$ cat src/rtl/lt_pkg.sv
// Shared definitions for the signed less-than result packing datapath.
package lt_pkg;

    // Default number of comparison results packed into one predicate word.
    localparam int LT_MASK_WIDTH = 16;

    // Packer states: accumulating results, or presenting a closed word.
    typedef enum logic [0:0] {
        FILL = 1'b0,
        HOLD = 1'b1
    } lt_state_e;

    // Width needed to hold a count in the range 0..w inclusive.
    function automatic int cnt_width(input int w);
        return $clog2(w + 1);
    endfunction

endpackage

$ cat src/rtl/lt_mask_packer.sv
// Packs 1-bit signed-compare results into a predicate mask word. It also keeps
// a running popcount and a valid-bit count, and hands each closed word
// downstream over a valid/ready handshake. A word can be released and a new
// word started on the same cycle, so one result per cycle is sustained.
module lt_mask_packer
    import lt_pkg::*;
#(
    parameter int MASK_WIDTH = LT_MASK_WIDTH
) (
    input  logic                                   clk,
    input  logic                                   rst_n,
    input  logic                                   in_valid,
    output logic                                   in_ready,
    input  logic                                   in_y,
    input  logic                                   in_last,
    output logic                                   out_valid,
    input  logic                                   out_ready,
    output logic [MASK_WIDTH-1:0]                  out_mask,
    output logic [cnt_width(MASK_WIDTH)-1:0]       out_count,
    output logic [cnt_width(MASK_WIDTH)-1:0]       out_nbits,
    output logic                                   out_last
);

    localparam int CNT_WIDTH = cnt_width(MASK_WIDTH);
    localparam int IDX_WIDTH = $clog2(MASK_WIDTH);

    lt_state_e               state_q, state_d;
    logic [IDX_WIDTH-1:0]    idx_q,   idx_d;
    logic [MASK_WIDTH-1:0]   mask_q,  mask_d;
    logic [CNT_WIDTH-1:0]    count_q, count_d;
    logic [CNT_WIDTH-1:0]    nbits_q, nbits_d;
    logic                    last_q,  last_d;

    logic                    accept_s;
    logic                    at_top_s;
    logic [CNT_WIDTH-1:0]    y_ext_s;

    // Accept a beat while filling, or while the held word leaves this cycle.
    always_comb begin
        in_ready = (state_q == FILL) || ((state_q == HOLD) && out_ready);
        accept_s = in_valid && in_ready;
        at_top_s = (idx_q == IDX_WIDTH'(MASK_WIDTH - 1));
        y_ext_s  = {{(CNT_WIDTH-1){1'b0}}, in_y};
    end

    // Next-state and word-register update for the FILL/HOLD machine.
    always_comb begin
        state_d = state_q;
        idx_d   = idx_q;
        mask_d  = mask_q;
        count_d = count_q;
        nbits_d = nbits_q;
        last_d  = last_q;
        case (state_q)
            FILL: begin
                if (accept_s) begin
                    mask_d[idx_q] = in_y;
                    count_d       = count_q + y_ext_s;
                    nbits_d       = CNT_WIDTH'(idx_q) + CNT_WIDTH'(1);
                    if (at_top_s || in_last) begin
                        state_d = HOLD;
                        last_d  = in_last;
                        idx_d   = '0;
                    end else begin
                        idx_d   = idx_q + IDX_WIDTH'(1);
                    end
                end else begin
                    state_d = FILL;
                end
            end
            HOLD: begin
                if (out_ready) begin
                    // Held word leaves; any beat this cycle opens a fresh word at bit 0.
                    mask_d  = '0;
                    count_d = '0;
                    nbits_d = '0;
                    last_d  = 1'b0;
                    idx_d   = '0;
                    state_d = FILL;
                    if (accept_s) begin
                        mask_d[0] = in_y;
                        count_d   = y_ext_s;
                        nbits_d   = CNT_WIDTH'(1);
                        if (in_last) begin
                            state_d = HOLD;
                            last_d  = 1'b1;
                        end else begin
                            idx_d   = IDX_WIDTH'(1);
                        end
                    end else begin
                        state_d = FILL;
                    end
                end else begin
                    state_d = HOLD;
                end
            end
            default: begin
                state_d = FILL;
                idx_d   = '0;
                mask_d  = '0;
                count_d = '0;
                nbits_d = '0;
                last_d  = 1'b0;
            end
        endcase
    end

    // State and word registers; reset discards any partial or held word.
    always_ff @(posedge clk or negedge rst_n) begin
        if (!rst_n) begin
            state_q <= FILL;
            idx_q   <= '0;
            mask_q  <= '0;
            count_q <= '0;
            nbits_q <= '0;
            last_q  <= 1'b0;
        end else begin
            state_q <= state_d;
            idx_q   <= idx_d;
            mask_q  <= mask_d;
            count_q <= count_d;
            nbits_q <= nbits_d;
            last_q  <= last_d;
        end
    end

    // Outputs come straight from flops.
    always_comb begin
        out_valid = (state_q == HOLD);
        out_mask  = mask_q;
        out_count = count_q;
        out_nbits = nbits_q;
        out_last  = last_q;
    end

endmodule

$ cat config.mk
export PLATFORM = sky130hd
export DESIGN_NAME = lt_mask_packer
export DESIGN_NICKNAME = d
export VERILOG_FILES = /design/src/rtl/lt_pkg.sv /design/src/rtl/lt_mask_packer.sv
export SDC_FILE = /design/constraint.sdc
export NUM_CORES = 1
export LEC_CHECK = 0
export CAP_MARGIN = 20
export CORE_UTILIZATION = 56
export CTS_BUF_LIST = sky130_fd_sc_hd__clkbuf_4
export DETAILED_ROUTE_END_ITERATION = 10
export GPL_TIMING_DRIVEN = 0
export PLACE_DENSITY = 0.87
export SLEW_MARGIN = 20
export SYNTH_ARGS = -nofsm -noshare
export SYNTH_HDL_FRONTEND = slang
export SYNTH_SLANG_ARGS = --single-unit
$ cat constraint.sdc
create_clock -name clk -period 4.5 [get_ports clk]
set_clock_uncertainty 0.1 [all_clocks]
set_input_delay 1.125 -clock clk [delete_from_list [all_inputs] [get_ports clk]]
set_output_delay 1.125 -clock clk [all_outputs]
set_load 0.05 [all_outputs]
; ---- Word-level counts from Yosys, hierarchy flattened
; Cells that the tools add are included.
; Widths: inputs -> output; s select.
[word_totals]
reg_bits = 32
inputBits = 6
out_inout_bits = 29
elab_cells = 54
[classes]
n_addsub = 3
magnitude_cmp = 2
eq_ne = 4
muxes = 31
n_bitwise = 1
reduce_logical = 7
[ops]
columns = cell, n
row1 = $mux 16, 2
row2 = $pmux 16 s2, 1
row3 = $mux 5, 4
row4 = $pmux 5 s2, 2
row5 = $bwmux 16, 1
row6 = $mux 1, 14
row7 = $mux 4, 3
row8 = $pmux 4 s2, 1
row9 = $add 4x1->5 const B, 1
row10 = $add 5x1->5, 1
row11 = $lt 4x5->1 const B, 1
row12 = $add 4x1->4 const B, 1
row13 = $demux 1 s4, 1
row14 = $eq 4x4->1 const B, 1
row15 = $ge 4x1->1 const B, 1
row16 = $ne 2x2->1 const B, 2
row17 = $pmux 1 s2, 2
row18 = $logic_and 1x1->1, 3
row19 = $reduce_and 3->1, 1
row20 = $logic_or 1x1->1, 2
row21 = $ne 2x1->1 const B, 1
row22 = $reduce_and 2->1, 1
row23 = $not 1->1, 1

; ---- Depth between registers and ports, before layout
; Gate-level depths: netlist of run 1.
[depth]
ltp_word = 7
mapped_depth = 6
ltp_nobuf = 5

; ---- Worst setup path after synthesis of run 1
; No wires, ideal clock.
[synth_timing]
path_type = input -> output
startpoint = input port out_ready
endpoint = output port in_ready
t_arrival_ns = 1.514
t_required_ns = 3.275
slack_ns = 1.761
path_stages = 2
n_path_buf = 0
path_cell_list = nor2b_1 -> inv_1
[synth_via]
elab_chain_cells = 2
[synth_rtl]
columns = element, line
row1 = from (decl), lt_mask_packer.sv:17  ; input logic out_ready,
row2 = $logic_and 1x1->1, lt_mask_packer.sv:40  ; in_ready = (state_q == FILL) || ((state_q == HOLD) && out_ready);
row3 = $logic_or 1x1->1, lt_mask_packer.sv:40
row4 = to (decl), lt_mask_packer.sv:13  ; output logic in_ready,
; No other way between the ends.

; ---- Final worst setup path of run 1
; Ends and elaborated chain as after synthesis.

==> impl_metrics.json, run 1 <==
{
  "slowest_delay_ns": 0.81,
  "yosys.area_share.simple_pct": 14.6,
  "vdd.ir_drop.worst_uv": 335,
  "rsz0062_at_grt": "false",
  "dp_hpwl_um": 2690,
  "cts-hold-fix-buffers": 0,
  "synth_fa_ha_area_share_pct": 4.57,
  "crit_chain": "clkdlybuf4s50_1, nor2b_1, inv_1, clkdlybuf4s50_1",
  "critical_path.max_fanout": 4,
  "die_w_um": 56.1,
  "synthMuxAreaShare_pct": 4.34,
  "max_freq_ghz": 0.257,
  "place_congestion": 0.881,
  "cp-start-kind": "input pin",
  "relSlewSlack_pct": 52.4,
  "synth.largest_area_cell": "dfrtp_1",
  "cts_setup_buffers": 0,
  "drtPass1Iterations": 4,
  "port_buffers": 34,
  "cts_root_buf": "clkbuf_4",
  "grt_start_max_net_pins": 33,
  "reg2reg_to": "out_mask[3]",
  "crit_path_top_delay_cell": "clkdlybuf4s50_1",
  "p_leak_nw": 0.954,
  "cts_buffers": 5,
  "grtUsageMet3_pct": 9.30,
  "synth_area_leaders": "dfrtp_1 (49%), o31ai_1 (5.0%), ha_1 (4.6%)",
  "htreeDepth": 2,
  "cap_violations": 0,
  "wl_per_cell_um": 17.0,
  "p_seq_share_pct": 47.7,
  "period_share_pct": 86.4,
  "grt_pass1_vias": 1429,
  "p_clk_share_pct": 25.3,
  "yosysWarnings": 0,
  "grtUsageMet1_pct": 34.2,
  "drive_gt1_share_pct": 9.28,
  "final_max_slew_viol_count": 0,
  "insertion_delay_ns": 0.34,
  "finalWirelength_um": 3810,
  "area_growth_pct": 26.2,
  "r2r_slack_ns": 2.74,
  "setup_violations": 0,
  "powerDensity_nw_per_um2": 323,
  "path_depth": 4,
  "final_nets": 205,
  "syn_nets": 164,
  "p_int_mw": 0.440,
  "drc_errors": 0,
  "synth_compound_area_share_pct": 21.0,
  "core_um2": 2760,
  "asyncSetResetFlopFracSynth_pct": 100,
  "status": "completed",
  "synth_top_family_by_area": "compound AO/OA/AOI/OAI gates",
  "synth_cells": 152,
  "combPwrFrac_pct": 27.0,
  "worst_pin_slew_ns": 0.714,
  "hold_viol": 0,
  "grt_first_pass_wirelength_um": 6740,
  "cp-end-kind": "primary output",
  "critPathRequiredTime_ns": 3.27,
  "worstPathArrival_ns": 2.67,
  "antenna_cells": 0,
  "p_sw_mw": 0.230,
  "ys_types": 40,
  "antenna_left": 0,
  "yosysSeqAreaShare_pct": 48.8,
  "critPathKind": "input pin to primary output",
  "final_common_cell": "clkdlybuf4s50_1",
  "synth_top_area_share_pct": 48.8,
  "use_met2_pct": 46.8,
  "vias_per_cell": 6.29,
  "syn_area_per_cell_um2": 10.8,
  "drt_iter0_drc": 52,
  "path_clk_slew_ns": 0.10,
  "busiest_layer": "met2",
  "die_h_um": 56.1,
  "endpoint": "in_ready",
  "fp.dieArea_um2": 3150,
  "cp_num_buf_inv": 3,
  "period_minus_slack_ns": 3.89,
  "timing.rr.start": "idx_q[0]",
  "reg2reg_depth": 4,
  "cts_num_sinks": 32,
  "clk_path_buf_depth": 2,
  "crit_top_cell": "clkdlybuf4s50_1",
  "vias": 1415,
  "grt_usage_pct": 28.4,
  "tns_ns": 0,
  "synth-edff-count": 0,
  "synth_area_um2": 1640,
  "grt_overflow_total": 0,
  "tritoncts": "built",
  "crit_family": "buffers and inverters",
  "post_synth_xor_area_fraction_pct": 1.07,
  "worstSetupStartpoint": "out_ready",
  "start_util_pct": 59.5,
  "ys_ff_latch": 32,
  "cts_resized": 0,
  "ys.flop_type": "dfrtp_1",
  "switching_share_pct": 34.3,
  "min_path_type": "register to register",
  "antenna_found_initial": 0,
  "rows": 19,
  "ios": 35,
  "holdWs_ns": 0.391,
  "final_cell_mix": "clkdlybuf4s50_1 (33), dfrtp_1 (32), nand2_1 (13)"
}
logic make-up after synthesis:
| group | after synthesis |
|---|---|
| AOI/OAI and AO/OA | 47 |
| DFF | 32 |
| buffers and inverters | 20 |
| adders and majority gates | 6 |
| muxes | 7 |
| and+or+nand+nor | 38 |
| xor gates and xnor gates | 2 |
per-stage QoR:
stage          worst slack, ns  power (mW)  cell area (um^2)  std cells  utilization (%)
2_1_floorplan             1.76       0.442              1640        152                -
3_3_place_gp             0.635       0.500              2020        217             73.3
6_report                 0.610       0.670              2070        225             75.1
5_1_grt                  0.527       0.701              2070        225             75.1
3_5_place_dp             0.620       0.504              2020        217             73.1
4_1_cts                  0.614       0.675              2070        225             75.1
sequential cells by signal, indices dropped and copies added, names as in the netlist:
signal / count
out_mask: 16
out_last: 1
out_valid: 1
out_nbits: 5
idx_q: 4
out_count: 5
routing by layer:
metal | vias up | wire, um
met5 | - | 0
met4 | 0 | 64
met3 | 8 | 235
met2 | 57 | 1940
met1 | 689 | 1570
li1 | 661 | -
worst register-to-register path, stage by stage, from the launching register on:
cell	delay, ns
dfrtp_1	0.47
ha_1	0.33
nand3b_1	0.25
o311ai_0	0.34
o41ai_1	0.13
power groups by stage:
stage	sequential, mW	combinational, mW	clock [mW]
after global routing	0.322	0.193	0.185
after CTS	0.320	0.181	0.174
final	0.319	0.181	0.169
after global placement	0.324	0.176	0
after floorplan	0.378	0.0644	0
after detailed placement	0.325	0.179	0
area by class of cell:
type / count / area (um^2)
Buffer: 14 / 70.1
Clock buffer: 7 / 52.6
Clock inverter: 1 / 3.75
Fill cell: 197 / 686
Inverter: 6 / 22.5
Multi-Input combinational cell: 100 / 748
Sequential cell: 32 / 801
Tap cell: 31 / 38.8
Timing Repair Buffer: 34 / 335
synth_stat cells (4+ instances only):
cell type and number:
dfrtp_1 32, nand2_1 13, o31ai_1 11, o211ai_1 9
o21ai_0 8, clkbuf_1 7, ha_1 6, mux2i_1 6
nand4_1 6, buf_2 5, inv_1 5, nand3_1 4
worst min-delay path by stage:
stage / depth (start not counted) / slack, ns / startpoint / end
floorplan: 2 / 0.41 / idx_q[1] / idx_q[1]
global placement: 1 / 0.36 / out_count[4] / out_count[4]
detailed placement: 2 / 0.37 / out_nbits[2] / out_nbits[2]
CTS: 2 / 0.39 / out_nbits[2] / out_nbits[2]
global route: 1 / 0.43 / out_count[4] / out_count[4]
finish: 2 / 0.39 / out_nbits[2] / out_nbits[2]
No activity file was read; power rests on OpenSTA's default activity.
==> inputs of run 2 (changes only) <==
- CORE_UTILIZATION: 56 -> 50
- PLACE_DENSITY: 0.87 -> 0.79
==> impl_metrics.json, run 2 (synthesis results as in run 1) <==
{
  "status": "completed",
  "drtPass1Iterations": 4,
  "core_um2": 3080,
  "min_path_type": "register to register",
  "dp_hpwl_um": 2640,
  "p_seq_share_pct": 48.1,
  "p_clk_share_pct": 24.9,
  "dp.cells": 230,
  "insertion_delay_ns": 0.33,
  "p_leak_nw": 0.954,
  "combPwrFrac_pct": 27.0,
  "tritoncts": "built",
  "fp.dieArea_um2": 3520,
  "rsz0062_at_grt": "false",
  "crit_top_cell": "clkdlybuf4s50_1",
  "largest_reg_flops": 16,
  "fillers": 262,
  "cap_violations": 0,
  "cp-start-kind": "input pin",
  "htreeDepth": 2,
  "worst_pin_slew_ns": 0.689,
  "worstPathArrival_ns": 2.68,
  "instances_no_fill": 238,
  "powerDensity_nw_per_um2": 318,
  "cts_buffers": 5,
  "crit_chain": "clkdlybuf4s50_1, nor2b_1, inv_1, clkdlybuf4s50_1",
  "hold_viol": 0,
  "vias_per_cell": 5.75,
  "final_max_slew_viol_count": 0,
  "cts_num_sinks": 32,
  "drive_gt1_share_pct": 9.28,
  "grt_first_pass_wirelength_um": 6030,
  "die_h_um": 59.3,
  "final_nets": 205,
  "critical_path.max_fanout": 4,
  "tns_ns": 0,
  "preCtsSetupSlack_ns": 0.617,
  "path_clk_slew_ns": 0.09,
  "crit_path_top_delay_cell": "clkdlybuf4s50_1",
  "area_growth_pct": 27.2,
  "max_freq_ghz": 0.256,
  "critPathRequiredTime_ns": 3.27,
  "cp_num_buf_inv": 3,
  "wl_per_cell_um": 15.6,
  "place_congestion": 0.838,
  "cts_setup_buffers": 0,
  "cts_resized": 0,
  "clk_path_buf_depth": 2,
  "grt_pass1_vias": 1329,
  "relSlewSlack_pct": 54.1,
  "cts-hold-fix-buffers": 0,
  "total_power_mw": 0.665,
  "port_buffers": 34,
  "start_util_pct": 53.3,
  "slowest_delay_ns": 0.81,
  "setup_ws_ns": 0.593,
  "period_minus_slack_ns": 3.91,
  "critPathKind": "input pin to primary output",
  "vdd.ir_drop.worst_uv": 277,
  "vias": 1368,
  "p_sw_mw": 0.225,
  "setup_violations": 0,
  "antenna_cells": 0,
  "cp-end-kind": "primary output",
  "cts_root_buf": "clkbuf_4",
  "rows": 20,
  "crit_family": "buffers and inverters",
  "drt_iter0_drc": 54,
  "die_w_um": 59.3,
  "finalWirelength_um": 3700,
  "switching_share_pct": 33.8,
  "antenna_left": 0,
  "ios": 35,
  "antenna_found_initial": 0,
  "grt_start_max_net_pins": 33,
  "grt_overflow_total": 0,
  "grt_usage_pct": 23.4,
  "drc_errors": 0,
  "final_cell_mix": "clkdlybuf4s50_1 (33), dfrtp_1 (32), nand2_1 (13)",
  "final_common_cell": "clkdlybuf4s50_1",
  "p_int_mw": 0.440,
  "period_share_pct": 86.8,
  "holdWs_ns": 0.395
}
-- run 2: cell counts in the layout (fill, tap and decap cells not counted) --
No cell type changed its count.
-- run 2: power groups by stage --
stage | clock network [mW] | logic [mW] | registers, mW
floorplan | 0 | 0.0644 | 0.378
detailed placement | 0 | 0.180 | 0.325
global route | 0.181 | 0.192 | 0.322
global placement | 0 | 0.177 | 0.324
CTS | 0.169 | 0.180 | 0.320
finish | 0.166 | 0.180 | 0.320
-- run 2: area by class of cell --
| type | count | area, um^2 | area share (%) |
|---|---|---|---|
| Multi-Input combinational cell | 100 | 748 | 35.8 |
| Inverter | 6 | 22.5 | 1.08 |
| Sequential cell | 32 | 801 | 38.3 |
| Clock buffer | 7 | 52.6 | 2.52 |
| Timing Repair Buffer | 34 | 335 | 16.1 |
| Buffer | 14 | 70.1 | 3.36 |
| Clock inverter | 1 | 3.75 | 0.180 |
| Tap cell | 44 | 55.1 | 2.64 |
-- run 2: final timing paths --
path / start / endpoint / slack [ns] / depth (start not counted)
min: out_count[4] / out_count[4] / 0.40 / 1
max reg2reg: idx_q[0] / out_mask[3] / 2.65 / 4
max: out_ready / in_ready / 0.59 / 4
min in group asynchronous: rst_n / out_nbits[3] / 0.72 / 1
min reg2reg: out_count[4] / out_count[4] / 0.40 / 1
max in group asynchronous: rst_n / out_nbits[1] / 3.13 / 1
-- run 2: through the flow --
| stage | utilization (%) | instance area [um^2] |
|---|---|---|
| floorplan | - | 1640 |
| CTS | 67.8 | 2090 |
| global route | 67.8 | 2090 |
| detailed placement | 66.0 | 2030 |
| global placement | 66.2 | 2040 |
| finish | 67.8 | 2090 |
-- run 2: worst reg2reg max path, cell delays in order (launching register included) --
cell      delay [ns]
dfrtp_1         0.49
ha_1            0.33
nand3b_1        0.26
o311ai_0        0.42
o41ai_1         0.14
-- run 2: metal layers --
metal / global-route usage [%] / share of wire, % / vias up
met5: 0 / 0 / -
met4: 10.5 / 1.4 / 0
met3: 5.68 / 5.1 / 8
met2: 39.2 / 51 / 37
met1: 28.5 / 43 / 664
li1: - / - / 659
==> inputs of run 3 (changes only) <==
- MAX_ROUTING_LAYER: unset -> met4
- SLEW_MARGIN: 20 -> 40
==> impl_metrics.json, run 3 (synthesis results as in run 1) <==
{
  "period_minus_slack_ns": 3.91,
  "powerDensity_nw_per_um2": 319,
  "crit_chain": "clkdlybuf4s50_1, nor2b_1, inv_1, clkdlybuf4s50_1",
  "antenna_found_initial": 0,
  "hold_viol": 0,
  "start_util_pct": 53.3,
  "final_nets": 205,
  "die_w_um": 59.3,
  "drt_iter0_drc": 56,
  "worstPathArrival_ns": 2.68,
  "dp_hpwl_um": 2640,
  "reg2reg_depth": 4,
  "place_congestion": 0.851,
  "fillers": 262,
  "slowest_delay_ns": 0.81,
  "setup_violations": 0,
  "relSlewSlack_pct": 53.7,
  "grt_start_max_net_pins": 33,
  "vdd.ir_drop.worst_uv": 277,
  "final_cell_mix": "clkdlybuf4s50_1 (33), dfrtp_1 (32), nand2_1 (13)",
  "drtPass1Iterations": 4,
  "finalWirelength_um": 3680,
  "largest_reg_flops": 16,
  "core_um2": 3080,
  "fin_util_pct": 67.8,
  "fp.dieArea_um2": 3520,
  "tritoncts": "built",
  "cp-start-kind": "input pin",
  "status": "completed",
  "drive_gt1_share_pct": 9.28,
  "critical_path.max_fanout": 4,
  "holdWs_ns": 0.395,
  "grt_usage_pct": 24.1,
  "cap_violations": 0,
  "clk_path_buf_depth": 2,
  "die_h_um": 59.3,
  "worst_pin_slew_ns": 0.695,
  "grt_first_pass_wirelength_um": 6030,
  "tns_ns": 0,
  "vias": 1370,
  "rows": 20,
  "port_buffers": 34,
  "insertion_delay_ns": 0.33,
  "grt_pass1_vias": 1332,
  "max_freq_ghz": 0.256,
  "final_common_cell": "clkdlybuf4s50_1",
  "path_clk_slew_ns": 0.09,
  "ios": 35,
  "cp-end-kind": "primary output",
  "critPathKind": "input pin to primary output",
  "antenna_cells": 0,
  "timing.rr.start": "idx_q[0]",
  "area_growth_pct": 27.2,
  "htreeDepth": 2,
  "final_max_slew_viol_count": 0,
  "reg2reg_to": "out_mask[3]",
  "grt_overflow_total": 0,
  "cts_buffers": 5,
  "cts_num_sinks": 32,
  "worstSetupStartpoint": "out_ready",
  "cts_root_buf": "clkbuf_4",
  "period_share_pct": 86.8,
  "crit_path_top_delay_cell": "clkdlybuf4s50_1",
  "vias_per_cell": 5.76,
  "p_leak_nw": 0.954,
  "wl_per_cell_um": 15.5,
  "min_path_type": "register to register",
  "critPathRequiredTime_ns": 3.27,
  "endpoint": "in_ready",
  "preCtsSetupSlack_ns": 0.617,
  "cts-hold-fix-buffers": 0,
  "r2r_slack_ns": 2.65,
  "cts_setup_buffers": 0,
  "fin_area_um2": 2090,
  "rsz0062_at_grt": "false",
  "crit_top_cell": "clkdlybuf4s50_1",
  "postPlaceCellArea_um2": 2030,
  "antenna_left": 0,
  "setup_ws_ns": 0.594,
  "cts_resized": 0,
  "drc_errors": 0
}
## run 3: cell counts in the layout (fill, tap and decap cells not counted)
No cell type changed its count.
## run 3: worst min path at each step
stage                       from      endpoint  cells after the start
CTS                 out_nbits[3]  out_nbits[3]                      2
floorplan               idx_q[1]      idx_q[1]                      2
global placement    out_count[4]  out_count[4]                      1
global route        out_count[4]  out_count[4]                      1
detailed placement  out_nbits[3]  out_nbits[3]                      2
finish              out_count[4]  out_count[4]                      1
## run 3: worst max-delay path: cells and delay by family
kind | cells | cell delay [ns]
simple gates | 1 | 0.10
buf+inv | 3 | 1.46
## run 3: cell type report
type	instances	area (um^2)	share of cell area, %
clock buffer	7	52.6	2.52
buffer	14	70.1	3.36
clock inverter	1	3.75	0.180
timing repair buffer	34	335	16.1
multi-input combinational	100	748	35.8
sequential	32	801	38.3
inverter	6	22.5	1.08
tap	44	55.1	2.64
## run 3: metrics by stage
step,power [mW],std cells
floorplan,0.442,152
global placement,0.501,230
detailed placement,0.505,230
CTS,0.670,238
global route,0.695,238
finish,0.665,238
## run 3: report_power, final
part           leakage (nW)  switching (mW)  internal, mW  total (mW)
Clock                0.0338          0.0943        0.0720       0.166
Combinational         0.486           0.116        0.0631       0.179
Sequential            0.434          0.0147         0.305       0.320
Total                 0.954           0.225         0.440       0.665
## run 3: layer usage
layer	track usage, %	part of all wire [%]	vias up
met1	28.6	42	661
met5	-	0	-
met4	10.5	1.6	0
met2	39.2	51	41
met3	5.46	5.3	8
li1	-	-	660
